<file path="src/rtl/window_mapper_gen_if.sv">
// Handshake and configuration bundle between the input stream, the window mapper
// and the item-memory/binding stage.
interface window_mapper_gen_if #(
    parameter int SYM_W   = 6,
    parameter int MAX_WIN = 16,
    parameter int SHIFT_W = 6,
    parameter int WIN_W   = $clog2(MAX_WIN + 1)
);
    logic               soft_clear_i;
    logic               running_i;
    logic               window_mode_i;
    logic               sig_mode_i;
    logic [WIN_W-1:0]   win_size_i;
    logic [WIN_W-1:0]   stride_i;
    logic [SHIFT_W-1:0] shift_in_i;
    logic               in_valid_i;
    logic [SYM_W-1:0]   in_symbol_i;
    logic               in_ready_o;
    logic               out_valid_o;
    logic               out_ready_i;
    logic [SYM_W-1:0]   out_symbol_o;
    logic [SHIFT_W-1:0] out_shift_o;
    logic               out_zero_o;
    logic               out_last_o;

    modport slave (
        input  soft_clear_i, running_i, window_mode_i, sig_mode_i,
        input  win_size_i, stride_i, shift_in_i,
        input  in_valid_i, in_symbol_i, out_ready_i,
        output in_ready_o, out_valid_o, out_symbol_o, out_shift_o, out_zero_o, out_last_o
    );

    modport master (
        output soft_clear_i, running_i, window_mode_i, sig_mode_i,
        output win_size_i, stride_i, shift_in_i,
        output in_valid_i, in_symbol_i, out_ready_i,
        input  in_ready_o, out_valid_o, out_symbol_o, out_shift_o, out_zero_o, out_last_o
    );
endinterface

</file>
<file path="src/rtl/window_mapper_gen.sv">
// Sliding-window mapper: buffers symbols in a shift queue and replays each window
// position as one beat (symbol, shift, unfilled flag), or forwards symbols in pass-through.
module window_mapper_gen #(
    parameter int SYM_W   = 6,
    parameter int MAX_WIN = 16,
    parameter int SHIFT_W = 6,
    parameter int WIN_W   = $clog2(MAX_WIN + 1)
) (
    input  logic                clk_i,
    input  logic                rst_i,
    window_mapper_gen_if.slave  bus
);
    localparam int IDX_W = (MAX_WIN > 1) ? $clog2(MAX_WIN) : 1;
    localparam logic [0:0] ST_LOAD = 1'b0;
    localparam logic [0:0] ST_EMIT = 1'b1;

    logic [0:0]         state_reg, state_next;
    logic [SYM_W-1:0]   q_reg    [MAX_WIN];
    logic [SYM_W-1:0]   q_shift  [MAX_WIN];
    logic [SYM_W-1:0]   q_masked [MAX_WIN];
    logic [MAX_WIN-1:0] fill_reg;
    logic [WIN_W-1:0]   pos_reg, pos_next;
    logic [WIN_W-1:0]   load_cnt_reg, load_cnt_next;
    logic               pt_valid_reg, pt_valid_next;
    logic [SYM_W-1:0]   pt_symbol_reg;
    logic [SHIFT_W-1:0] pt_shift_reg;

    logic [WIN_W-1:0]   win_size_c, stride_c;
    logic [IDX_W-1:0]   pos_idx;
    logic [SYM_W-1:0]   xor_all;
    logic [SHIFT_W-1:0] sig_shift;
    logic               last_w, in_ready_w, out_valid_w, in_fire, out_fire;

    assign win_size_c = (bus.win_size_i == '0) ? WIN_W'(1) :
                        (bus.win_size_i > WIN_W'(MAX_WIN)) ? WIN_W'(MAX_WIN) : bus.win_size_i;
    assign stride_c   = (bus.stride_i == '0) ? WIN_W'(1) :
                        (bus.stride_i > WIN_W'(MAX_WIN)) ? WIN_W'(MAX_WIN) : bus.stride_i;

    // Positions never exceed MAX_WIN-1 because the window size is clamped.
    assign pos_idx = pos_reg[IDX_W-1:0];
    assign last_w  = (pos_reg == win_size_c - WIN_W'(1));

    genvar gi;
    generate
        for (gi = 0; gi < MAX_WIN; gi++) begin : g_slot
            if (gi == 0) begin : g_head
                assign q_shift[gi] = bus.in_symbol_i;
            end else begin : g_tail
                assign q_shift[gi] = q_reg[gi-1];
            end
            assign q_masked[gi] = (WIN_W'(gi) < win_size_c) ? q_reg[gi] : '0;
        end
    endgenerate

    always_comb begin
        xor_all = '0;
        for (int i = 0; i < MAX_WIN; i++) begin
            xor_all = xor_all ^ q_masked[i];
        end
    end

    assign sig_shift = SHIFT_W'(pos_reg) + SHIFT_W'(xor_all ^ q_reg[pos_idx]);

    always_comb begin
        in_ready_w       = 1'b0;
        out_valid_w      = 1'b0;
        bus.out_symbol_o = '0;
        bus.out_shift_o  = '0;
        bus.out_zero_o   = 1'b0;
        bus.out_last_o   = 1'b0;
        if (bus.window_mode_i) begin
            in_ready_w = (state_reg == ST_LOAD) && bus.running_i;
            if (state_reg == ST_EMIT) begin
                out_valid_w      = 1'b1;
                bus.out_symbol_o = q_reg[pos_idx];
                bus.out_shift_o  = bus.sig_mode_i ? sig_shift : SHIFT_W'(pos_reg);
                bus.out_zero_o   = !fill_reg[pos_idx];
                bus.out_last_o   = last_w;
            end
        end else begin
            in_ready_w       = bus.running_i && (!pt_valid_reg || bus.out_ready_i);
            out_valid_w      = pt_valid_reg;
            bus.out_symbol_o = pt_symbol_reg;
            bus.out_shift_o  = pt_shift_reg;
            bus.out_last_o   = pt_valid_reg;
        end
    end

    assign bus.in_ready_o  = in_ready_w;
    assign bus.out_valid_o = out_valid_w;
    assign in_fire  = bus.in_valid_i && in_ready_w;
    assign out_fire = out_valid_w && bus.out_ready_i;

    always_comb begin
        state_next    = state_reg;
        pos_next      = pos_reg;
        load_cnt_next = load_cnt_reg;
        pt_valid_next = pt_valid_reg;
        if (bus.window_mode_i) begin
            pt_valid_next = 1'b0;
            if (state_reg == ST_LOAD) begin
                if (in_fire) begin
                    if (load_cnt_reg == stride_c - WIN_W'(1)) begin
                        load_cnt_next = '0;
                        pos_next      = '0;
                        state_next    = ST_EMIT;
                    end else begin
                        load_cnt_next = load_cnt_reg + WIN_W'(1);
                    end
                end
            end else if (out_fire) begin
                if (last_w) begin
                    state_next = ST_LOAD;
                    pos_next   = '0;
                end else begin
                    pos_next = pos_reg + WIN_W'(1);
                end
            end
        end else begin
            state_next    = ST_LOAD;
            pos_next      = '0;
            load_cnt_next = '0;
            if (in_fire) begin
                pt_valid_next = 1'b1;
            end else if (out_fire) begin
                pt_valid_next = 1'b0;
            end
        end
    end

    always_ff @(posedge clk_i or posedge rst_i) begin
        if (rst_i) begin
            state_reg     <= ST_LOAD;
            fill_reg      <= '0;
            pos_reg       <= '0;
            load_cnt_reg  <= '0;
            pt_valid_reg  <= 1'b0;
            pt_symbol_reg <= '0;
            pt_shift_reg  <= '0;
            for (int i = 0; i < MAX_WIN; i++) q_reg[i] <= '0;
        end else if (bus.soft_clear_i) begin
            state_reg     <= ST_LOAD;
            fill_reg      <= '0;
            pos_reg       <= '0;
            load_cnt_reg  <= '0;
            pt_valid_reg  <= 1'b0;
            pt_symbol_reg <= '0;
            pt_shift_reg  <= '0;
            for (int i = 0; i < MAX_WIN; i++) q_reg[i] <= '0;
        end else begin
            state_reg    <= state_next;
            pos_reg      <= pos_next;
            load_cnt_reg <= load_cnt_next;
            pt_valid_reg <= pt_valid_next;
            if (!bus.window_mode_i) begin
                // Queue stays empty so a later switch to window mode starts clean.
                fill_reg <= '0;
                for (int i = 0; i < MAX_WIN; i++) q_reg[i] <= '0;
                if (in_fire) begin
                    pt_symbol_reg <= bus.in_symbol_i;
                    pt_shift_reg  <= bus.shift_in_i;
                end
            end else if (in_fire) begin
                fill_reg <= {fill_reg[MAX_WIN-2:0], 1'b1};
                for (int i = 0; i < MAX_WIN; i++) q_reg[i] <= q_shift[i];
            end
        end
    end
endmodule

</file>
<file path="src/flat_wrapper.sv">
// flat-port wrapper written by rule: the top's interface ports become plain ports
module window_mapper_gen_flat 
#(
    parameter int SYM_W   = 6,
    parameter int MAX_WIN = 16,
    parameter int SHIFT_W = 6,
    parameter int WIN_W   = $clog2(MAX_WIN + 1)
)
  (clk_i, rst_i, bus_soft_clear_i, bus_running_i, bus_window_mode_i, bus_sig_mode_i, bus_win_size_i, bus_stride_i, bus_shift_in_i, bus_in_valid_i, bus_in_symbol_i, bus_out_ready_i, bus_in_ready_o, bus_out_valid_o, bus_out_symbol_o, bus_out_shift_o, bus_out_zero_o, bus_out_last_o);
  window_mapper_gen_if #(.SYM_W(SYM_W), .MAX_WIN(MAX_WIN), .SHIFT_W(SHIFT_W), .WIN_W(WIN_W)) bus_i ();
  input  logic clk_i;
  input  logic rst_i;
  input wire logic [$bits(bus_i.soft_clear_i)-1:0] bus_soft_clear_i;
  input wire logic [$bits(bus_i.running_i)-1:0] bus_running_i;
  input wire logic [$bits(bus_i.window_mode_i)-1:0] bus_window_mode_i;
  input wire logic [$bits(bus_i.sig_mode_i)-1:0] bus_sig_mode_i;
  input wire logic [$bits(bus_i.win_size_i)-1:0] bus_win_size_i;
  input wire logic [$bits(bus_i.stride_i)-1:0] bus_stride_i;
  input wire logic [$bits(bus_i.shift_in_i)-1:0] bus_shift_in_i;
  input wire logic [$bits(bus_i.in_valid_i)-1:0] bus_in_valid_i;
  input wire logic [$bits(bus_i.in_symbol_i)-1:0] bus_in_symbol_i;
  input wire logic [$bits(bus_i.out_ready_i)-1:0] bus_out_ready_i;
  output wire logic [$bits(bus_i.in_ready_o)-1:0] bus_in_ready_o;
  output wire logic [$bits(bus_i.out_valid_o)-1:0] bus_out_valid_o;
  output wire logic [$bits(bus_i.out_symbol_o)-1:0] bus_out_symbol_o;
  output wire logic [$bits(bus_i.out_shift_o)-1:0] bus_out_shift_o;
  output wire logic [$bits(bus_i.out_zero_o)-1:0] bus_out_zero_o;
  output wire logic [$bits(bus_i.out_last_o)-1:0] bus_out_last_o;
  assign bus_i.soft_clear_i = bus_soft_clear_i;
  assign bus_i.running_i = bus_running_i;
  assign bus_i.window_mode_i = bus_window_mode_i;
  assign bus_i.sig_mode_i = bus_sig_mode_i;
  assign bus_i.win_size_i = bus_win_size_i;
  assign bus_i.stride_i = bus_stride_i;
  assign bus_i.shift_in_i = bus_shift_in_i;
  assign bus_i.in_valid_i = bus_in_valid_i;
  assign bus_i.in_symbol_i = bus_in_symbol_i;
  assign bus_i.out_ready_i = bus_out_ready_i;
  assign bus_in_ready_o = bus_i.in_ready_o;
  assign bus_out_valid_o = bus_i.out_valid_o;
  assign bus_out_symbol_o = bus_i.out_symbol_o;
  assign bus_out_shift_o = bus_i.out_shift_o;
  assign bus_out_zero_o = bus_i.out_zero_o;
  assign bus_out_last_o = bus_i.out_last_o;
  window_mapper_gen #(.SYM_W(SYM_W), .MAX_WIN(MAX_WIN), .SHIFT_W(SHIFT_W), .WIN_W(WIN_W)) u_core (.clk_i(clk_i), .rst_i(rst_i), .bus(bus_i));
endmodule
</file>
<file path="config.mk">
export PLATFORM = sky130hd
export DESIGN_NAME = window_mapper_gen_flat
export DESIGN_NICKNAME = d
export VERILOG_FILES = /design/src/rtl/window_mapper_gen_if.sv /design/src/rtl/window_mapper_gen.sv /design/src/flat_wrapper.sv
export SDC_FILE = /design/constraint.sdc
export NUM_CORES = 1
export LEC_CHECK = 0
export BUFFER_PORTS_ARGS = -buffer_cell sky130_fd_sc_hd__buf_2
export CAP_MARGIN = 5
export CORE_MARGIN = 2
export CORE_UTILIZATION = 45
export DETAILED_ROUTE_END_ITERATION = 10
export GPL_ROUTABILITY_DRIVEN = 0
export PLACE_DENSITY = 0.68
export SLEW_MARGIN = 40
export SYNTH_ARGS = -nofsm -noshare
export SYNTH_HDL_FRONTEND = slang
export SYNTH_SLANG_ARGS = --single-unit
</file>
<file path="constraint.sdc">
create_clock -name clk_i -period 4.8 [get_ports clk_i]
set_input_delay 0.24 -clock clk_i [delete_from_list [all_inputs] [get_ports clk_i]]
set_output_delay 0.24 -clock clk_i [all_outputs]
set_load 0.005 [all_outputs]
</file>
# Yosys cells after proc, flatten, opt, wreduce, memory -nomap -nowiden
# Index checks and enable logic that the tools add are counted.
[totals]
output_inout_bits = 16
register_bits = 136
in_bits = 30
word_cells = 160
[classes]
addsub = 5
n_eq_ne = 8
mux = 72
bitwise_logic = 18
reduce_logical = 14
magnitude_cmp = 20
[op_table]
columns = ["cell", "count"]
rows = [
  ["96-bit 2-to-1 mux", 3],
  ["6-bit 2-to-1 mux", 29],
  ["6-bit bitwise XOR", 16],
  ["5-bit 2-to-1 mux", 16],
  ["16-bit 2-to-1 mux", 3],
  ["4-bit by 5-bit < comparator with 1-bit output (first input constant)", 8],
  ["6-bit binary-select mux with 4-bit select", 1],
  ["3-bit by 5-bit < comparator with 1-bit output (first input constant)", 4],
  ["1-bit 2-to-1 mux", 19],
  ["5-bit by 1-bit adder with 5-bit output (second input constant)", 2],
  ["5-bit equality test", 2],
  ["5-bit > comparator (second input constant)", 2],
  ["5-bit zero test", 2],
  ["1-bit by 5-bit < comparator with 1-bit output (first input constant)", 2],
  ["2-bit by 5-bit < comparator with 1-bit output (first input constant)", 2],
  ["5-bit by 1-bit subtractor with 5-bit output (second input constant)", 2],
  ["4-bit by 2-bit != test with 1-bit output (second input constant)", 2],
  ["5-bit by 6-bit adder with 6-bit output", 1],
  ["5-bit >= comparator (second input constant)", 1],
  ["4-bit by 5-bit < comparator with 1-bit output (second input constant)", 1],
  ["4-bit inverter with 5-bit output", 1],
  ["1-bit binary-select mux with 4-bit select", 1],
  ["1-bit logical AND", 4],
  ["4-bit != test (second input constant)", 1],
  ["other kinds (10)", 12],
]

# Depth between registers and ports, before layout
[depth]
depth_word = 25
mapped_depth = 21
mapped_depth_nobuf = 18

# Worst setup path before layout
# OpenSTA, ideal clock, no wires.
[synth_timing]
path_type = "input to output"
from = "input port bus_win_size_i[4]"
to = "output port bus_out_shift_o[5]"
path_stages = 21
arrival_ns = 3.816
t_required_ns = 4.560
n_path_buf = 4
setup_slack_ns = 0.744
cell_sequence = "buf_2 > buf_2 > buf_2 > o21bai_1 > inv_1 > ha_1 > or4b_1 > buf_2 > nand2_1 > xnor2_1 > xnor3_1 > xnor2_2 > xor2_1 > ha_1 > a21o_1 > a21oi_1 > o21bai_1 > a21oi_1 > xnor2_1 > xnor3_1 > o22ai_2"
[synth_between]
elab_chain_cells = 25
word_cells_on_any_way = 56
cone_classes = "add/sub (1); order compare (17); mux (21); bitwise (16); reduce/logical (1)"
[synth_lines]
columns = ["element", "line_no", "text"]
rows = [
  ["start: declaration", "flat_wrapper.sv:17", "input wire logic [$bits(bus_i.win_size_i)-1:0] bus_win_size_i;"],
  ["5-bit > comparator", "window_mapper_gen.sv:35", "(bus.win_size_i > WIN_W'(MAX_WIN)) ? WIN_W'(MAX_WIN) : bus.win_size_i;"],
  ["5-bit 2-to-1 mux", "window_mapper_gen.sv:35", ""],
  ["5-bit 2-to-1 mux *", "window_mapper_gen.sv:34", "assign win_size_c = (bus.win_size_i == '0) ? WIN_W'(1) :"],
  ["1-bit by 5-bit < comparator with 1-bit output", "window_mapper_gen.sv:51", "assign q_masked[gi] = (WIN_W'(gi) < win_size_c) ? q_reg[gi] : '0;"],
  ["6-bit 2-to-1 mux", "window_mapper_gen.sv:51", ""],
  ["6-bit bitwise XOR (14 in a row)", "window_mapper_gen.sv:58", "xor_all = xor_all ^ q_masked[i];"],
  ["6-bit bitwise XOR *", "window_mapper_gen.sv:58", ""],
  ["6-bit bitwise XOR *", "window_mapper_gen.sv:62", "assign sig_shift = SHIFT_W'(pos_reg) + SHIFT_W'(xor_all ^ q_reg[pos_idx]);"],
  ["5-bit by 6-bit adder with 6-bit output *", "window_mapper_gen.sv:62", ""],
  ["6-bit 2-to-1 mux *", "window_mapper_gen.sv:76", "bus.out_shift_o = bus.sig_mode_i ? sig_shift : SHIFT_W'(pos_reg);"],
  ["6-bit 2-to-1 mux *", "window_mapper_gen.sv:73", "if (state_reg == ST_EMIT) begin"],
  ["6-bit 2-to-1 mux *", "window_mapper_gen.sv:71", "if (bus.window_mode_i) begin"],
  ["end: declaration", "flat_wrapper.sv:26", "output wire logic [$bits(bus_i.out_shift_o)-1:0] bus_out_shift_o;"],
]
# Every way passes the cells marked *; elsewhere a longest branch is shown, timed or not.

# Worst setup path after layout
[layout_timing]
from = "register u_core.pos_reg[0]"
to = "output port bus_out_shift_o[5]"
[layout_between]
elab_chain_cells = 9
[layout_lines]
columns = ["element", "line_no", "text"]
rows = [
  ["start: declaration", "window_mapper_gen.sv:22", "logic [WIN_W-1:0] pos_reg, pos_next;"],
  ["start signal: assignment", "window_mapper_gen.sv:152", "pos_reg <= pos_next;"],
  ["4-bit inverter with 5-bit output (implied by the code)", "window_mapper_gen.sv:62", ""],
  ["6-bit binary-select mux with 4-bit select", "window_mapper_gen.sv:62", ""],
  ["6-bit 2-to-1 mux (implied by the code) (2 in a row)", "window_mapper_gen.sv:62", ""],
  ["6-bit bitwise XOR", "window_mapper_gen.sv:62", ""],
  ["5-bit by 6-bit adder with 6-bit output *", "window_mapper_gen.sv:62", ""],
  ["6-bit 2-to-1 mux *", "window_mapper_gen.sv:76", ""],
  ["6-bit 2-to-1 mux *", "window_mapper_gen.sv:73", ""],
  ["6-bit 2-to-1 mux *", "window_mapper_gen.sv:71", ""],
]
# Every way passes the cells marked *; elsewhere a longest branch is shown, timed or not. The select of a mux whose other input is x is not followed.

==> impl_metrics.yaml <==
clock_tree:
  tritoncts: "built"
  path_clk_slew_ns: 0.06
  root_buffer: "clkbuf_16"
  cts_sinks: 136
  htreeDepth: 4
  clockBufferDepth: 2
  numCtsBuffers: 17
  worstSkewPairLatency_ns: 0.43
pwr:
  p_sw_share_pct: 23.6
  leakage_nw: 3.80
  power_frac_clock_pct: 48.9
  powerDensity_nw_per_um2: 277
  vdd_drop_max_mv: 0.245
  p_int_mw: 2.03
  p_comb_share_pct: 7.6
  p_sw_mw: 0.629
  seqPwrFrac_pct: 43.5
finish:
  layout_commonest_cell: "nand2_1"
  layout-area-overhead-vs-synth_pct: 11.4
  largest_reg_flops: 96
  fill_cells: 1747
  final_nets: 1069
  diodes: 0
  mostFrequentLayoutCells: "nand2_1 (328), a21oi_1 (152), dfrtp_1 (134)"
  drive_gt1_share_pct: 13.2
logic_synthesis:
  synth-seq-area-share_pct: 39.6
  avgSynthCellArea_um2: 8.51
  syn_area_um2: 8600
  synthCells: 1011
  yosys_warnings: 0
  syn-num-nets: 1052
  synth_edf_count: 0
  synth_ff_type: "dfrtp_1"
  yosysUniqueCellTypes: 57
  async_reset_ff_share_pct: 100
  synth-seq-cells: 136
critical_path:
  cp_slowest_cell: "xnor3_1"
  endpoint_kind: "output port"
  startpoint_type: "register"
  path_buf_inv: 3
  path_delay_family: "XOR/XNOR gates"
  r2r_setup_slack_ns: 1.97
  r2r_cells: 6
  worstReg2RegStart: "u_core.state_reg"
  worstSetupPathType: "reg -> out"
  reg2reg_to: "u_core.q_reg[56]"
  cp_common_cell: "xnor2_1"
  crit_path_cell_trace: "buf_4, buf_4, mux4_2, nand2_1, a31oi_1, xnor3_1, xnor2_1, xnor2_1, ha_1, a21oi_1, xnor2_1, xnor3_1, o22ai_2, buf_2"
  crit_fanout: 8
  cpPeakStageDelay_ns: 0.51
  required_ns: 4.56
  arrival_ns: 4.31
routing:
  first_pass_iters: 6
  drt_wl_total_um: 22900
  first_iter_violations: 648
  ant_nets: 0
  vias_per_cell: 5.70
  vias: 7250
  routedWlPerCell_um: 18.0
  drc_errors: 0
floorplan:
  placementRows: 50
  dieArea_um2: 20200
  die_h_um: 142
  fp.dieW_um: 142
  initial_core_util_pct: 46.0
  design.portCount: 46
  core_region_area_um2: 18700
sta:
  max_slew_margin_pct: 45.5
  final.period_utilization_pct: 94.7
  setup_ws_ns: 0.253
  setup_viol: 0
  grt_setup_unrepaired: "false"
  worst_slew_pin_slew_ns: 0.814
  hold_viol_final: 0
  setup-tns-final_ns: 0
  fmax_mhz: 220
  hold_ws_ns: 0.0539
  min_period_ns: 4.55
  finalMaxSlewViolations: 0
  skew_ns: 0.00616
place:
  dp_hpwl_um: 15400
  preCtsSetupSlack_ns: 0.464
  io_buffers: 45
hold_path:
  holdPathStages: 3
  whs_endpoint: "u_core.pt_shift_reg[1]"
  worstHoldStart: "bus_shift_in_i[1]"
  hold_class: "in -> reg"
flow_run:
  maxCapViolations: 0
grt:
  grt_pass1_wl_um: 37300
  grt_max_degree: 88
  overflow: 0
  grt_pass1_vias: 6670
  grtUsageTotal_pct: 23.9
  antenna_found_initial: 0
run_status:
  outcome: "complete, no violations"
-- worst min-delay path: stages --
cell and delay, ns:
buf_2 0.10, nand2_1 0.04, a21oi_1 0.05
-- cell families after synthesis --
| logic type | count (synthesis) | synth area share [%] |
|---|---|---|
| adders and majority gates | 11 | 1.69 |
| xor gates and xnor gates | 93 | 10.5 |
| DFF | 136 | 39.6 |
| muxes | 40 | 9.03 |
| and+or+nand+nor | 409 | 19.9 |
| AOI/OAI and AO/OA | 231 | 14.7 |
| buffers and inverters | 91 | 4.61 |
-- synthesized netlist by cell type, types with 2 or more instances --
master | n | area [um^2]
nand3_1 | 11 | 55.1
nor2_1 | 17 | 63.8
buf_4 | 2 | 15.0
xor2_1 | 22 | 193
o21ai_1 | 5 | 25.0
o31ai_1 | 5 | 37.5
a31oi_1 | 3 | 18.8
nor2b_1 | 9 | 56.3
o211a_1 | 2 | 20.0
buf_2 | 13 | 65.1
a21o_1 | 6 | 45.0
o22ai_1 | 10 | 62.6
and3_1 | 4 | 25.0
xnor2_1 | 63 | 552
a22o_1 | 3 | 26.3
clkinv_1 | 2 | 7.51
inv_1 | 22 | 82.6
ha_1 | 10 | 125
o21bai_1 | 3 | 22.5
and2_1 | 3 | 18.8
clkbuf_1 | 45 | 169
nand2b_1 | 12 | 75.1
xnor3_1 | 5 | 113
a21oi_1 | 152 | 761
buf_6 | 2 | 22.5
xnor2_2 | 2 | 32.5
dfrtp_1 | 136 | 3400
mux2i_1 | 9 | 90.1
mux4_2 | 30 | 676
nor3b_1 | 9 | 67.6
buf_1 | 4 | 15.0
nand2_1 | 329 | 1230
o21ai_0 | 32 | 160
nor3_1 | 5 | 25.0
a22oi_1 | 2 | 15.0
-- layout make-up --
| type | instances | area, um^2 | share of cell area [%] |
|---|---|---|---|
| sequential | 136 | 3410 | 35.6 |
| multi-input combinational | 784 | 4830 | 50.4 |
| tap | 234 | 293 | 3.05 |
| inverter | 24 | 97.6 | 1.02 |
| clock buffer | 25 | 505 | 5.27 |
| clock inverter | 3 | 65.1 | 0.679 |
| timing repair buffer | 65 | 390 | 4.07 |
-- worst max-delay path by stage --
| stage | startpoint | end | slack (ns) | cells after the start |
|---|---|---|---|---|
| after global placement | bus_win_size_i[1] | bus_out_shift_o[5] | 0.47 | 20 |
| after global routing | u_core.pos_reg[2] | bus_out_shift_o[4] | 0.07 | 18 |
| after floorplan | bus_win_size_i[4] | bus_out_shift_o[5] | 0.74 | 21 |
| final | u_core.pos_reg[0] | bus_out_shift_o[5] | 0.25 | 14 |
| after CTS | u_core.pos_reg[0] | bus_out_shift_o[5] | 0.15 | 17 |
| after detailed placement | bus_win_size_i[1] | bus_out_shift_o[5] | 0.46 | 20 |
-- per-stage QoR --
stage | instance area, um^2 | std cells | power (mW) | utilization (%)
finish | 9590 | 1271 | 2.66 | 51.3
global route | 9590 | 1271 | 2.74 | 51.3
CTS | 9530 | 1266 | 2.68 | 51.0
detailed placement | 8960 | 1238 | 1.38 | 47.9
global placement | 8960 | 1238 | 1.38 | 47.9
floorplan | 8600 | 1011 | 1.32 | -
-- routing by layer --
metal	share of wire, %	GRT usage (%)	vias to the layer above
met5	0	0	-
met4	1.8	8.00	0
met3	7.1	4.85	31
met2	45	34.5	269
met1	47	35.8	3529
li1	-	-	3421
-- power by group through the flow --
stage               combinational [mW]  clock, mW  sequential, mW
CTS                              0.203       1.32            1.16
finish                           0.202       1.30            1.16
detailed placement               0.202          0            1.18
global placement                 0.201          0            1.18
floorplan                        0.140          0            1.18
global route                     0.224       1.36            1.16
-- repair_timing --
item,4_1_cts,5_1_grt
gates resized for setup,0,3
setup endpoints to repair,0,2
buffers inserted,0,4
hold buffers,0,1
endpoints found under the hold margin,0,78
No activity file was read; power rests on OpenSTA's default activity.
